--- src/rtl/pixie_dma_scheduler.sv ---
// rtl/pixie_dma_scheduler.sv - CDP1861-style display DMA sequencer, RAM-port arbiter and INT/EFx timing
// Optional feature macro PIXIE_HW_REWIND_EN: rewind mem_addr so each row is replayed for its repeat lines.
module pixie_dma_scheduler #(
   parameter logic [15:0] BASE_ADDR      = 16'h0900,
   parameter int          BYTES_PER_LINE = 8,
   parameter int          LINE_REPEAT    = 4,
   parameter int          ROWS           = 32,
   parameter int          FIRST_LINE     = 64,
   parameter int          INT_LEAD       = 2
) (
   input  logic        clk,
   input  logic        reset_n,
   input  logic        clk_enable,
   input  logic [1:0]  SC,
   input  logic        line_start,
   input  logic        frame_start,
   input  logic        disp_on,
   input  logic        disp_off,
   input  logic [7:0]  data_in,
   input  logic        cpu_req,
   output logic        cpu_gnt,
   output logic        DMAO,
   output logic        INT,
   output logic        EFx,
   output logic [15:0] mem_addr,
   output logic        mem_rd,
   output logic        row_wr,
   output logic [2:0]  row_wr_addr,
   output logic [7:0]  row_wr_data,
   output logic        underrun
);
   localparam int         RW        = $clog2(LINE_REPEAT);
   localparam logic [8:0] WIN_FIRST = 9'(FIRST_LINE);
   localparam logic [8:0] WIN_LAST  = 9'(FIRST_LINE + ROWS*LINE_REPEAT - 1);
   localparam logic [8:0] INT_LINE  = 9'(FIRST_LINE - INT_LEAD);
   localparam logic [8:0] EF_HEAD   = 9'(FIRST_LINE - 4);
   localparam logic [8:0] EF_TAIL   = 9'(FIRST_LINE + ROWS*LINE_REPEAT - 4);

   typedef enum logic [1:0] {IDLE, WAIT_LINE, REQ, LINE_DONE} state_t;

   state_t          r_state;
   state_t          w_state_nxt;
   logic [8:0]      r_line;
   logic [7:0]      r_off;
   logic [2:0]      r_byte;
   logic [RW-1:0]   r_rep;
   logic            r_int;
   logic            r_efx;
   logic            r_row_wr;
   logic [2:0]      r_row_wr_addr;
   logic [7:0]      r_row_wr_data;
   logic            r_underrun;
   logic [8:0]      w_line_nxt;
   logic            w_off;
   logic            w_dma;
   logic            w_last_byte;
   logic            w_nxt_in_win;
   logic            w_new_line;
   logic            w_efx_zone;

   assign w_off        = disp_off & ~disp_on;
   assign w_dma        = clk_enable && (SC == 2'b10) && (r_state == REQ);
   assign w_last_byte  = (r_byte == 3'(BYTES_PER_LINE - 1));
   assign w_line_nxt   = r_line + 9'd1;
   assign w_nxt_in_win = (w_line_nxt >= WIN_FIRST) && (w_line_nxt <= WIN_LAST);
   assign w_new_line   = line_start && !frame_start;
   assign w_efx_zone   = ((r_line >= EF_HEAD) && (r_line < WIN_FIRST)) ||
                         ((r_line >= EF_TAIL) && (r_line <= WIN_LAST));

   assign mem_addr    = BASE_ADDR + {8'h00, r_off};
   assign INT         = r_int;
   assign EFx         = r_efx;
   assign row_wr      = r_row_wr;
   assign row_wr_addr = r_row_wr_addr;
   assign row_wr_data = r_row_wr_data;
   assign underrun    = r_underrun;

   always_ff @(posedge clk or negedge reset_n) begin
      if (!reset_n) r_state <= IDLE;
      else          r_state <= w_state_nxt;
   end

   // Video wins the RAM port; the grant is gated by reset so it reads low while held in reset.
   always_comb begin
      w_state_nxt = r_state;
      DMAO        = 1'b1;
      mem_rd      = w_dma;
      cpu_gnt     = reset_n && cpu_req && !w_dma;
      case (r_state)
         IDLE: begin
            if (disp_on) w_state_nxt = WAIT_LINE;
         end
         WAIT_LINE: begin
            if (w_off)                           w_state_nxt = IDLE;
            else if (w_new_line && w_nxt_in_win) w_state_nxt = REQ;
         end
         REQ: begin
            DMAO = 1'b0;
            if (w_off)                    w_state_nxt = IDLE;
            else if (frame_start)         w_state_nxt = WAIT_LINE;
            else if (line_start)          w_state_nxt = w_nxt_in_win ? REQ : IDLE;
            else if (w_dma && w_last_byte) w_state_nxt = LINE_DONE;
         end
         LINE_DONE: begin
            if (w_off || (r_line == WIN_LAST))   w_state_nxt = IDLE;
            else if (w_new_line && w_nxt_in_win) w_state_nxt = REQ;
            else                                 w_state_nxt = WAIT_LINE;
         end
         default: w_state_nxt = IDLE;
      endcase
   end

   always_ff @(posedge clk or negedge reset_n) begin
      if (!reset_n)         r_line <= '0;
      else if (frame_start) r_line <= '0;
      else if (line_start)  r_line <= w_line_nxt;
   end

   always_ff @(posedge clk or negedge reset_n) begin
      if (!reset_n) begin
         r_off  <= '0;
         r_byte <= '0;
         r_rep  <= '0;
      end else if (frame_start) begin
         r_off  <= '0;
         r_byte <= '0;
         r_rep  <= '0;
      end else if (r_state == REQ) begin
         if (w_off || line_start) begin
            r_byte <= '0;
         end else if (w_dma) begin
            r_off  <= r_off + 8'd1;
            r_byte <= w_last_byte ? 3'd0 : r_byte + 3'd1;
         end
      end else if (r_state == LINE_DONE) begin
         if (int'(r_rep) + 1 < LINE_REPEAT) begin
            r_rep <= r_rep + RW'(1);
`ifdef PIXIE_HW_REWIND_EN
            r_off <= r_off - 8'(BYTES_PER_LINE);
`endif
         end else begin
            r_rep <= '0;
         end
      end
   end

   always_ff @(posedge clk or negedge reset_n) begin
      if (!reset_n) begin
         r_row_wr      <= 1'b0;
         r_row_wr_addr <= '0;
         r_row_wr_data <= '0;
         r_underrun    <= 1'b0;
         r_efx         <= 1'b1;
         r_int         <= 1'b0;
      end else begin
         r_row_wr   <= w_dma;
         r_underrun <= (r_state == REQ) && w_new_line && !w_off;
         r_efx      <= !w_efx_zone;
         if (w_dma) begin
            r_row_wr_addr <= r_byte;
            r_row_wr_data <= data_in;
         end
         if (w_new_line && (w_line_nxt == INT_LINE) && (r_state != IDLE))
            r_int <= 1'b1;
         else if ((clk_enable && (SC == 2'b11)) || (r_line == WIN_FIRST))
            r_int <= 1'b0;
      end
   end
endmodule

--- config.mk ---
export PLATFORM = sky130hd
export DESIGN_NAME = pixie_dma_scheduler
export DESIGN_NICKNAME = d
export VERILOG_FILES = /design/src/rtl/pixie_dma_scheduler.sv
export SDC_FILE = /design/constraint.sdc
export NUM_CORES = 1
export LEC_CHECK = 0
export CORE_ASPECT_RATIO = 0.75
export CORE_MARGIN = 4
export CORE_UTILIZATION = 39
export DETAILED_ROUTE_END_ITERATION = 10
export HOLD_SLACK_MARGIN = 0.03
export PLACE_DENSITY = 0.73
export REMOVE_ABC_BUFFERS = 1
export SYNTH_ARGS = -nofsm -noshare
export SYNTH_HDL_FRONTEND = slang
export SYNTH_SLANG_ARGS = --single-unit
--- constraint.sdc ---
create_clock -name clk -period 2.09 [get_ports clk]
set_input_delay 0.418 -clock clk [delete_from_list [all_inputs] [get_ports clk]]
set_output_delay 0.418 -clock clk [all_outputs]
set_load 0.005 [all_outputs]
-- Word-level counts from Yosys, hierarchy flattened
Cells that the tools add are included.
- register bits: 37
- input port bits: 18
- equality and inequality tests: 13
- bitwise operators: 2
- $lt $le $gt $ge: 6
- mux-type cells: 25
- add/subtract/negate cells: 4
- reduce and logical (&&, ||, !) cells: 33
- operators by type and width (cell ; number):
    8-bit 2-to-1 mux ; 4
    2-bit 2-to-1 mux ; 10
    9-bit by 8-bit <= comparator with 1-bit output, second input constant ; 2
    9-bit 2-to-1 mux ; 2
    1-bit logical AND ; 15
    3-bit 2-to-1 mux ; 5
    12-bit by 8-bit adder with 13-bit output, first input constant ; 1
    2-bit nonzero test ; 5
    9-bit by 1-bit adder with 9-bit output, second input constant ; 1
    9-bit by 6-bit equality test with 1-bit output, second input constant ; 1
    9-bit by 7-bit equality test with 1-bit output, second input constant ; 1
    9-bit by 8-bit equality test with 1-bit output, second input constant ; 1
    9-bit by 6-bit greater-or-equal comparator with 1-bit output, second input constant ; 1
    9-bit by 7-bit greater-or-equal comparator with 1-bit output, second input constant ; 1
    9-bit by 8-bit greater-or-equal comparator with 1-bit output, second input constant ; 1
    9-bit by 7-bit less-than comparator with 1-bit output, second input constant ; 1
    8-bit by 1-bit adder with 8-bit output, second input constant ; 1
    2-bit equality test, second input constant ; 4
    2-bit one-hot mux with 4 select lines ; 1
    3-bit AND reduction ; 2
    5-bit by 4-bit != test with 1-bit output, second input constant ; 1
    1-bit logical NOT ; 4
    1-bit logical OR ; 4
    2-bit != test, second input constant ; 2
    other kinds (10) ; 12

-- Longest topological paths before layout
- word-level depth: 9
- mapped depth: 8
- gate-level depth less buffers: 7

-- Least setup slack after synthesis
OpenSTA, ideal clock, no wires.
- kind: register to register
- start: register r_line[1]
- end: register r_state[1]
- arrival: 1723 ps
- path slack: 273 ps
- buffers on the path: 1
- library setup time: 94 ps
- cell stages (with the launch flop): 8
- path through: dfrtp_1 -> ha_1 -> clkbuf_1 -> nor2b_1 -> o21ai_0 -> a21oi_1 -> or3_1 -> a221oi_2
- longest elaborated chain between the ends: 8
- RTL lines (item ; line ; source):
    from (decl) ; 43 ; logic [8:0] r_line;
    from (signal assigned) ; 116 ; else if (line_start) r_line <= w_line_nxt;
    9-bit by 1-bit adder with 9-bit output ; 64 ; assign w_line_nxt = r_line + 9'd1;
    9-bit by 7-bit greater-or-equal comparator with 1-bit output / 9-bit by 8-bit <= comparator with 1-bit output (equally long branches) ; 65 ; assign w_nxt_in_win = (w_line_nxt >= WIN_FIRST) && (w_line_nxt <= WIN_LAST);
    1-bit logical AND ; 65 ;
    2-bit 2-to-1 mux (2 in a row) ; 101 ; else if (line_start) w_state_nxt = w_nxt_in_win ? REQ : IDLE;
    2-bit 2-to-1 mux ; 100 ; else if (frame_start) w_state_nxt = WAIT_LINE;
    2-bit 2-to-1 mux ; 99 ; if (w_off) w_state_nxt = IDLE;
    2-bit one-hot mux with 4 select lines ; 89 ; case (r_state)
    to (signal assigned) ; 80 ; else r_state <= w_state_nxt;
    to (decl) ; 41 ; state_t r_state;
Several ways; a longest one is shown, not always the timed one.
A chain may end at the register's enable or synchronous reset.

-- Final worst setup path
- start: register r_state[1]
- end: output DMAO
- longest elaborated chain between the ends: 2
- RTL lines (item ; line ; source):
    2-bit equality test ; 89 ;
    1-bit 2-to-1 mux ; 89 ;
    to (decl) ; 22 ; output logic DMAO,
Every way passes these cells.

==> key figures <==
Outcome
  • Status: completed

Logic synthesis
  • Mapped Area: between 2000 and 2500 sq um
  • Sequential fraction of the synthesis area: 0.4261
  • Syn Inst Count: ~220
  • Register bit total from synthesis: 37
  • Post-synth EDFFs: 0
  • Synth cell types: slightly below 50
  • Top cells by area, synth: dfrtp_1 41%, mux2_2 6.7%, nor2_1 4.8%
  • Mux contribution to synthesized area: 0.07648
  • Post-synthesis xor/xnor area fraction: 0.07246
  • Share of the synthesized area in the top cell type: 0.4140
  • Commonest cells in the netlist: 36 x dfrtp_1, 28 x nor2_1, 13 x mux2_2, 12 x xor2_1
  • Synth warn: 0
  • Asr flop ratio synth: 1.000
  • Largest family of logic cells by synthesized area: simple AND/OR/NAND/NOR gates
  • Most frequent cell after synthesis: dfrtp_1
  • Synth Area per Inst: ~10 sq um
  • Area share of fa/ha/maj cells after synthesis: 0.04025
  • Predominant post-synthesis flop cell: dfrtp_1
  • Compound-gate portion of the synthesized area: 0.09603
  • Synth Area in Simple Gates: 0.2064
  • Synth area leader: dfrtp_1

Floorplanning
  • Core Area: around 5400 sq um
  • Die area: roughly 6900 sq um
  • # IOs: between 50 and 60
  • Chip height: a little over 70 microns
  • Initial Util: 0.4043
  • Site row count: 23
  • Width of the die: roughly 94 microns

Critical path
  • Reg2Reg Depth: 7
  • Crit path max fanout: 9
  • Startpoint types: flop
  • CP delay by family, top: buffers and inverters
  • Critical Path Start: r_state[1]$_DFFE_PN0P_
  • Crit Path Category: flop to primary output
  • Setup crit end kind: primary output
  • CP Data Arrival Time: between 1.5 and 2 ns
  • Crit-path slowest cell: clkdlybuf4s50_1
  • Crit path to: DMAO
  • Req. time, crit path: around 1.7 ns
  • Worst path cell trace: nand2b_4, clkdlybuf4s50_1
  • Stages on worst setup path: 2
  • Buf/Inv on CP: 1
  • Critical R2R Launch: r_line[0]$_DFFE_PN0N_
  • R2r setup slk: approximately 0.23 ns
  • FF-to-FF End: r_state[0]$_DFFE_PN0P_
  • Critical path's largest stage delay: about 0.52 ns

Placed design
  • Post-DP HPWL: 3531 microns
  • Placed cell areas: between 2000 and 3000 sq um
  • Gp weighted congestion: about 0.86
  • Port buffer count: 43

Clocking
  • Hold buffers post-CTS: 0
  • Root buf cell: clkbuf_8
  • # H-tree levels: 2
  • Clk Latency, worst-skew pair: 0.29 ns
  • Clock sinks: 37
  • TritonCTS Buffers: 5
  • Longest Clk Path Bufs: 2
  • CTS tree: built
  • Clock transition at the registers of the reported paths: around 0.080 ns

Layout
  • Synthesis-to-layout area growth: 28.23%
  • Share of cells above drive strength 1: 0.1679
  • Final core occ: 0.5185
  • Fin area: between 2000 and 3000 sq um
  • Filler Cells Inserted: approximately 510
  • N_diodes: 0
  • Nets: roughly 290

Routing
  • Post-Route WL: a little under 5000 microns
  • Post-route ant nets: 0
  • Initial DRC Count: 84
  • DRC violations left: 0
  • Total number of vias: 1716
  • DR pass1 iterations: 4
  • Drt wl/cell: approximately 14 microns
  • Via density: roughly 5

Timing
  • Max Slew Vio Count: 0
  • Setup_tns: 0 ns
  • Fmax: between 0.5 and 0.6 GHz
  • RSZ-0062 raised after global routing: no
  • Post-route minimum period: ~1.9 ns
  • Final Hold Violating Endpoints: 0
  • Final setup fails: 0
  • Tcrit/Tclk final: 0.9227
  • Hold_ws: approximately 0.22 ns
  • Layout Skew: roughly 0.0037 ns

Run
  • Maxcap violations: 0

Worst hold path
  • Hold WC Path Type: input port to async pin

GRT
  • GRT overflow: 0
  • Largest net degree at the start of global routing: 38
  • Vias in the first global route: around 1500
  • First-pass GRT wire length: around 8000 microns
  • Total track usage: 0.1475
  • Initial antenna violation count: 0

Pwr
  • Power Density: about 510 nW/um^2
  • VDD IR max: about 0.22 mV
  • Lkg Pwr: 1.230 nW
logic make-up after synthesis:
group                    after synthesis
AO/OA/AOI/OAI                         30
AND/OR/NAND/NOR                       81
multiplexers                          15
buffers and inverters                 28
flip-flops                            37
other                                  2
adder cells (fa/ha/maj)                7
XOR/XNOR                              18
sequential cells by signal, summed over array words and instances (netlist names):
| signal | flops |
|---|---|
| EFx | 1 |
| INT | 1 |
| r_byte | 3 |
| r_line | 9 |
| r_off | 8 |
| r_state | 2 |
| row_wr | 1 |
| row_wr_addr | 3 |
| row_wr_data | 8 |
| underrun | 1 |
timing repair:
action / in CTS / in global routing
setup endpoints to repair: 2 / 1
gates resized for setup: 1 / 1
buffers inserted: 2 / 0
pin swaps: 1 / 0
report_power, final:
| part | switching (mW) | internal (mW) | total [mW] | leakage, nW |
|---|---|---|---|---|
| registers | 0.00574 | 0.725 | 0.731 | 0.507 |
| clock network | 0.271 | 0.267 | 0.538 | 0.0512 |
| logic | 0.0882 | 0.0775 | 0.166 | 0.672 |
area by class of cell:
class                      count  area [sq um]  area share
sequential                    37         927.1      0.3323
tap                           75         93.84     0.03363
clock inverter                 2         13.76    0.004933
inverter                       3         11.26    0.004036
timing repair buffer          61         561.8      0.2013
clock buffer                   6         82.58     0.02960
multi-input combinational    159          1100      0.3942
worst min-delay path by stage:
stage                               start                    endpoint  slack, ns
5_1_grt                           reset_n        r_off[6]$_DFFE_PN0P_       0.26
3_5_place_dp   row_wr_data[0]$_DFFE_PN0P_  row_wr_data[0]$_DFFE_PN0P_       0.50
6_report                          reset_n        r_off[6]$_DFFE_PN0P_       0.22
4_1_cts                           reset_n        r_off[6]$_DFFE_PN0P_       0.25
3_3_place_gp   row_wr_data[0]$_DFFE_PN0P_  row_wr_data[0]$_DFFE_PN0P_       0.49
2_1_floorplan                     reset_n             INT$_DFFE_PN0P_       0.12
cell usage in the layout, fill, tap and decap left out, types with 2 or more instances in the layout:
cell | netlist | final
xor2_1 | 12 | 12
or3_1 | 2 | 2
a211oi_1 | 3 | 3
inv_1 | 3 | 3
clkdlybuf4s50_1 | 0 | 40
clkbuf_8 | 0 | 6
conb_1 | 2 | 8
mux2_2 | 13 | 13
a21boi_0 | 3 | 3
dfrtp_1 | 36 | 36
nor4_1 | 2 | 2
nor2_1 | 28 | 28
nand3_1 | 5 | 5
mux2i_1 | 2 | 2
o31ai_1 | 2 | 2
buf_4 | 9 | 18
o21ai_0 | 7 | 7
nand4_1 | 8 | 8
xnor2_1 | 6 | 6
nand2_1 | 9 | 9
nand3b_1 | 5 | 5
nor3_1 | 2 | 2
ha_1 | 7 | 7
nor2b_1 | 3 | 3
and3_1 | 4 | 4
o2111ai_1 | 2 | 2
nor3b_1 | 2 | 2
a21oi_1 | 4 | 4
a22oi_1 | 2 | 2
metal layers:
| layer | global-route usage | part of all wire | vias up |
|---|---|---|---|
| li1 | - | - | 850 |
| met1 | 0.2103 | 0.48 | 820 |
| met2 | 0.2209 | 0.46 | 42 |
| met3 | 0.03814 | 0.050 | 4 |
| met4 | 0.04487 | 0.0090 | 0 |
| met5 | 0 | 0 | - |
through the flow:
stage | setup WS [ns] | power [mW] | instances
4_1_cts | 0.001455 | 1.451 | 343
3_5_place_dp | -0.03899 | 0.9107 | 333
3_3_place_gp | -0.03135 | 0.9053 | 333
5_1_grt | 0.05471 | 1.500 | 343
2_1_floorplan | 0.1775 | 0.8050 | 199
6_report | 0.1616 | 1.435 | 343
No activity file was read; power rests on OpenSTA's default activity.
